--- src/rtl/ps2_scancode_decoder.sv ---
// PS/2 scan-code decoder: syncs the controller's byte-ready flag and acks it.
// Decodes E0/F0 prefixes into key events and tracks the flap key.
// Ports: clk, rst (async, active high), received, received_data[7:0] in;
//   read_ack, key_code[7:0], key_extended, key_released, key_valid,
//   flap, flap_held out.
module ps2_scancode_decoder #(
  parameter int         SYNC_STAGES = 2,
  parameter logic [7:0] FLAP_CODE   = 8'h29,
  parameter int         ACK_TIMEOUT = 1024
) (
  input  logic       clk,
  input  logic       rst,
  input  logic       received,
  input  logic [7:0] received_data,
  output logic       read_ack,
  output logic [7:0] key_code,
  output logic       key_extended,
  output logic       key_released,
  output logic       key_valid,
  output logic       flap,
  output logic       flap_held
);

  localparam int CW = (ACK_TIMEOUT < 2) ? 1 : $clog2(ACK_TIMEOUT + 1);
  localparam logic [CW-1:0] LAST = CW'(ACK_TIMEOUT - 1);

  typedef enum logic {
    IDLE,
    ACK
  } state_t;

  state_t                 state;
  logic [SYNC_STAGES-1:0] sync;
  logic                   rx_s;
  logic                   rx_q;
  logic                   capture;
  logic                   pend_ext;
  logic                   pend_brk;
  logic [CW-1:0]          cnt;
  logic                   is_e0;
  logic                   is_f0;
  logic                   is_drop;
  logic                   is_flap;

  assign rx_s    = sync[SYNC_STAGES-1];
  // Level-high alone never captures: only a fresh rising edge does.
  assign capture = (state == IDLE) && rx_s && !rx_q;

  always_comb begin
    is_e0   = (received_data == 8'hE0);
    is_f0   = (received_data == 8'hF0);
    is_drop = 1'b0;
    case (received_data)
      8'h00, 8'hAA, 8'hEE,
      8'hFA, 8'hFC, 8'hFF: is_drop = 1'b1;
      default:             is_drop = 1'b0;
    endcase
    is_flap = (received_data == FLAP_CODE);
  end

  always_ff @(posedge clk or posedge rst) begin
    if (rst) begin
      state        <= IDLE;
      sync         <= '0;
      rx_q         <= 1'b0;
      pend_ext     <= 1'b0;
      pend_brk     <= 1'b0;
      cnt          <= '0;
      read_ack     <= 1'b0;
      key_code     <= 8'h00;
      key_extended <= 1'b0;
      key_released <= 1'b0;
      key_valid    <= 1'b0;
      flap         <= 1'b0;
      flap_held    <= 1'b0;
    end else begin
      sync      <= {sync[SYNC_STAGES-2:0], received};
      rx_q      <= rx_s;
      key_valid <= 1'b0;
      flap      <= 1'b0;
      unique case (state)
        IDLE: begin
          if (capture) begin
            state    <= ACK;
            cnt      <= '0;
            read_ack <= 1'b1;
            unique case (1'b1)
              is_e0:   pend_ext <= 1'b1;
              is_f0:   pend_brk <= 1'b1;
              is_drop: begin
                pend_ext <= 1'b0;
                pend_brk <= 1'b0;
              end
              default: begin
                key_code     <= received_data;
                key_extended <= pend_ext;
                key_released <= pend_brk;
                key_valid    <= 1'b1;
                pend_ext     <= 1'b0;
                pend_brk     <= 1'b0;
                // Extended codes share numbers with plain keys; skip them.
                if (is_flap && !pend_ext) begin
                  if (pend_brk) begin
                    flap_held <= 1'b0;
                  end else begin
                    flap      <= !flap_held;
                    flap_held <= 1'b1;
                  end
                end
              end
            endcase
          end
        end
        ACK: begin
          if (!rx_s || cnt == LAST) begin
            state    <= IDLE;
            read_ack <= 1'b0;
          end else if (cnt != LAST) begin
            cnt <= cnt + CW'(1);
          end
        end
        default: state <= IDLE;
      endcase
    end
  end

endmodule

--- config.mk ---
export PLATFORM = sky130hd
export DESIGN_NAME = ps2_scancode_decoder
export DESIGN_NICKNAME = d
export VERILOG_FILES = /design/src/rtl/ps2_scancode_decoder.sv
export SDC_FILE = /design/constraint.sdc
export NUM_CORES = 1
export LEC_CHECK = 0
export ABC_AREA = 1
export CAP_MARGIN = 20
export CELL_PAD_IN_SITES_DETAIL_PLACEMENT = 0
export CELL_PAD_IN_SITES_GLOBAL_PLACEMENT = 1
export CORE_AREA = 2 2 85 55
export CTS_CLUSTER_SIZE = 24
export DETAILED_ROUTE_END_ITERATION = 16
export DIE_AREA = 0 0 87 57
export PLACE_DENSITY = 0.72
export SLEW_MARGIN = 0
export SYNTH_ARGS = -nofsm -noshare
export SYNTH_HDL_FRONTEND = slang
export SYNTH_SLANG_ARGS = --single-unit
--- constraint.sdc ---
create_clock -name clk -period 2 [get_ports clk]
set_input_delay 0.2 -clock clk [delete_from_list [all_inputs] [get_ports clk]]
set_output_delay 0.2 -clock clk [all_outputs]
set_load 0.02 [all_outputs]
# == After elaboration in Yosys (flattened, before gate mapping) ==
# Index checks and enable logic that the tools add are counted.
# W data, S select, Z words.
# totals
out_inout_bits,14
wordCells,71
ff_bits,31
in_bits,11
# classes
eq_ne,14
n_addsub,1
bitwise,4
reduce_logical,17
mux,22
# op_table
cell,count
$eq A8 B8 Y1 const B,7
$mux W11,3
$pmux W11 S2,1
$mux W1,14
$reduce_and A3 Y1,4
$add A11 B1 Y11 const B,1
$eq A11 B10 Y1 const B,1
$ne A11 B10 Y1 const B,1
$eq A8 B6 Y1 const B,1
$logic_not A8 Y1,1
$pmux W1 S2,4
$reduce_or A6 Y1,1
$logic_not A1 Y1,4
$ne A2 B1 Y1 const B,2
$ne A2 B2 Y1 const B,2
$not A1 Y1,4
$reduce_and A4 Y1,1
$logic_and A1 B1 Y1,3
$reduce_or A3 Y1,1
$reduce_and A2 Y1,1
$logic_or A1 B1 Y1,1

# == Depth between registers and ports, before layout ==
# logic_depth
depth_word,7
ltp_mapped,12
depth_no_buf,11

# == Worst setup path after synthesis ==
# OpenSTA, ideal clock, no wires.
# synth_timing
path_type,flip-flop to flip-flop
start,register cnt[0]
end,register cnt[7]
synth_period_minus_slack_ns,1.462
path_slack_ns,0.538
stages_incl_launch_ff,12
n_path_buf,1
arrival_time_ns,1.346
setup_time_ns,0.116
required_ns,1.884
cell_sequence,dfrtp_1 > ha_1 > nand2_2 > nor2_2 > nand2_2 > nor2_2 > nand2_2 > nand2_4 > nand2_4 > buf_6 > nand2_1 > nand2_1
# synth_via
elab_chain_cells,4
word_cells_on_any_way,10
classes_between,add/sub (1); eq/ne (4); mux (3); reduce/logical (2)
# synth_rtl
item,line,rtl
"start, declared",39,logic [CW-1:0] cnt;
"start signal, assigned",119,cnt <= cnt + CW'(1);
$add A11 B1 Y11 / $eq A11 B10 Y1 (equally long branches),"119, 115",
$mux W11 / $logic_or A1 B1 Y1 (equally long branches),"118, 115",
$mux W11 / $ne A2 B2 Y1 (equally long branches),--,
$pmux W11 S2 / $reduce_and A3 Y1 (equally long branches),--,
# Parallel ways exist; a longest one is shown, timed or not. The select of a mux whose other input is x is not followed.
# A chain may end at the register's enable or synchronous reset.

# == Final worst setup path ==
# layout_timing
start,register cnt[0]
end,register cnt[8]
# The elaborated chain is that of the path after synthesis.

==> flow_summary.toml <==
[placed_design]
post_dp_cell_area_sq_mm = 0.00184
hpwl_microns = 2350
gp_congestion = 0.821
portBuffers = 24

[yosys]
synth_top_area_share_pct = 49.6
synth.most_common_cell = "nand2_1"
yosys_warnings = 0
async_reset_ff_share_pct = 100
synth-edff-count = 0
synth_top_cell_by_area = "dfrtp_1"
synth_cell_types = 24
synth_ff_type = "dfrtp_1"
synthCells = 192
synthesis.area_sq_mm = 0.00156
synth_common_cells = "nand2_1 (43), dfrtp_1 (31), nor2_1 (26)"
avgSynthCellArea_sq_um = 8.14
ys_seq_area_share_pct = 49.6
yosys-top-cells-area = "dfrtp_1 (50%), nand2_1 (10%), nor2_1 (6.2%)"
ys_ff_latch = 31
synth.net_count = 204

[routing]
wl_per_cell_microns = 11.4
top_layer = "met4"
wl_met1_microns = 1750
dr_total_vias = 1256
wl_met2_microns = 1190
ant_nets = 0
wl_met3_microns = 155
drt_pass1_iterations = 4
drt-initial-drc-count = 70
drt-vias-per-instance = 4.58
route.detailed.drc = 0
drt_wl_total_microns = 3130

[critical_path]
cpPeakStageDelay_ns = 0.40
cp_cell_sequence = "ha_1, nand2_2, nor2_2, nand2_2, nor2_2, nand2_2, nand2_4, nand2_4, nor2_1, a21oi_1"
critical_path_class = "flip-flop to flip-flop"
path_common_cell = "nand2_2"
reg2reg_depth = 10
reg2reg_slack_ns = 0.31
reg2reg_from = "cnt[0]"
cp.arrival_ns = 1.84
required_ns = 2.15
cp_num_buf_inv = 0
crit_path_end_kind = "flip-flop"
critPathSlowestCell = "dfrtp_1"
critPathMaxFanout = 17
crit_family = "simple AND/OR/NAND/NOR gates"
r2r-end = "cnt[8]"
startpoint_type = "flip-flop"

[clock_network]
h-tree-depth = 2
cts_max_path_buffers = 2
postCtsSetupBuffers = 0
cts-hold-fix-buffers = 0
path_clk_slew_ns = 0.06
cts_buffers = 5
cts.sinks = 31
clock_latency_ns = 0.27
cts_tree = "yes"
cts_resized = 0
root_buffer = "clkbuf_8"

[timing]
fin_crit_ns = 1.69
finClkSkew_ns = 0.00551
final_max_slew_viol_count = 0
maxSlewHeadroom_pct = 73.5
setup-tns-final_ns = 0
setup_viol = 0
worst_slew_pin_slew_ns = 0.397
hold_violations = 0
grt_setup_unrepaired = "no"
finalCritPeriodShare_pct = 84.6
max_freq_mhz = 591

[status]
status = "completed"

[worst_hold_path]
hp-class = "input port to asynchronous set/reset pin"

[pwr]
power.total_mw = 1.90
power_density_mw_per_mm2 = 970
p_leak_nw = 0.917
ir_drop_v = 0.000466

[grt]
grt_first_pass_wirelength_microns = 5420
grt_usage_pct = 14.3
grt_overflow = 0
grt_pass1_vias = 1178
antenna_found_initial = 0
grt_max_degree = 32

[layout]
n_antenna_cell = 0
design_area_sq_mm = 0.00196
fin_nets = 233
areaGrowthSynthToFinish_pct = 25.4
drive_above_1_share_pct = 14.4

[die]
pin_count = 25
dieArea_sq_mm = 0.00496
rows = 19
core_area_sq_mm = 0.00426
dieHeight_microns = 57
floorplan.initialDensity_pct = 36.7
die_w_microns = 87

[flow_run]
cap_viol_max_count = 0
cell usage in the layout (no fill, tap or decap), drive strengths merged, types with 2 or more instances in the layout:
cell type and count:
clkdlybuf4s50 24, clkinv 2, nand4 3, nand3 10, a21oi 15, dfrtp 31, o21ai 14, nor2 32
inv 24, nand2 52, nor3 2, clkbuf 6
registers in the layout, indices dropped and copies added, names as in the netlist:
register	flops
pend_brk	1
read_ack	1
cnt	11
pend_ext	1
sync	2
rx_q	1
state	1
flap	1
flap_held	1
key_extended	1
key_released	1
key_code	8
key_valid	1
worst max-delay path by stage:
stage	from	end	slack (ns)	cells after the start
6_report	cnt[0]	cnt[8]	0.31	10
4_1_cts	cnt[0]	cnt[8]	0.30	10
3_3_place_gp	received_data[5]	key_code[3]	0.05	12
3_5_place_dp	received_data[5]	key_code[3]	0.03	12
5_1_grt	state	key_code[2]	0.15	8
2_1_floorplan	cnt[0]	cnt[7]	0.54	11
where the power goes:
group          leakage [nW]  total (mW)  internal, mW  switching [mW]
sequential            0.388       0.823         0.739          0.0839
clock                0.0612       0.618         0.403           0.216
combinational         0.468       0.459         0.204           0.255
cell families after synthesis:
logic type               Yosys count  synth area share, %
AO/OA/AOI/OAI                     30                 10.5
buffers and inverters             28                 8.17
adder cells (fa/ha/maj)            1                0.801
AND/OR/NAND/NOR                  102                 30.9
flip-flops                        31                 49.6
tightest hold or removal path: cells and delay by family:
| kind | cells | cell delay [ns] |
|---|---|---|
| buffers and inverters | 3 | 0.80 |
area by class of cell:
class	count	area [sq um]
tap	52	65.1
clock inverter	2	35.0
timing repair buffer	25	248
inverter	25	93.8
sequential	31	776
multi-input combinational	133	659
fill	424	2300
clock buffer	6	82.6
per-layer routing:
layer  vias up  track usage (%)
li1        666                -
met1       557             22.5
met2        27             18.0
met3         6             5.07
met4         0             4.69
met5         -                0
through the flow:
step,setup slack [ns],hold slack [ns],instances,util [%]
floorplan,0.538,0.231,192,-
global placement,0.0452,0.339,266,43.3
detailed placement,0.0310,0.342,266,43.3
CTS,0.304,0.325,274,46.0
global route,0.148,0.350,274,46.0
finish,0.308,0.317,274,46.0
Power figures use the tool's default switching activity.
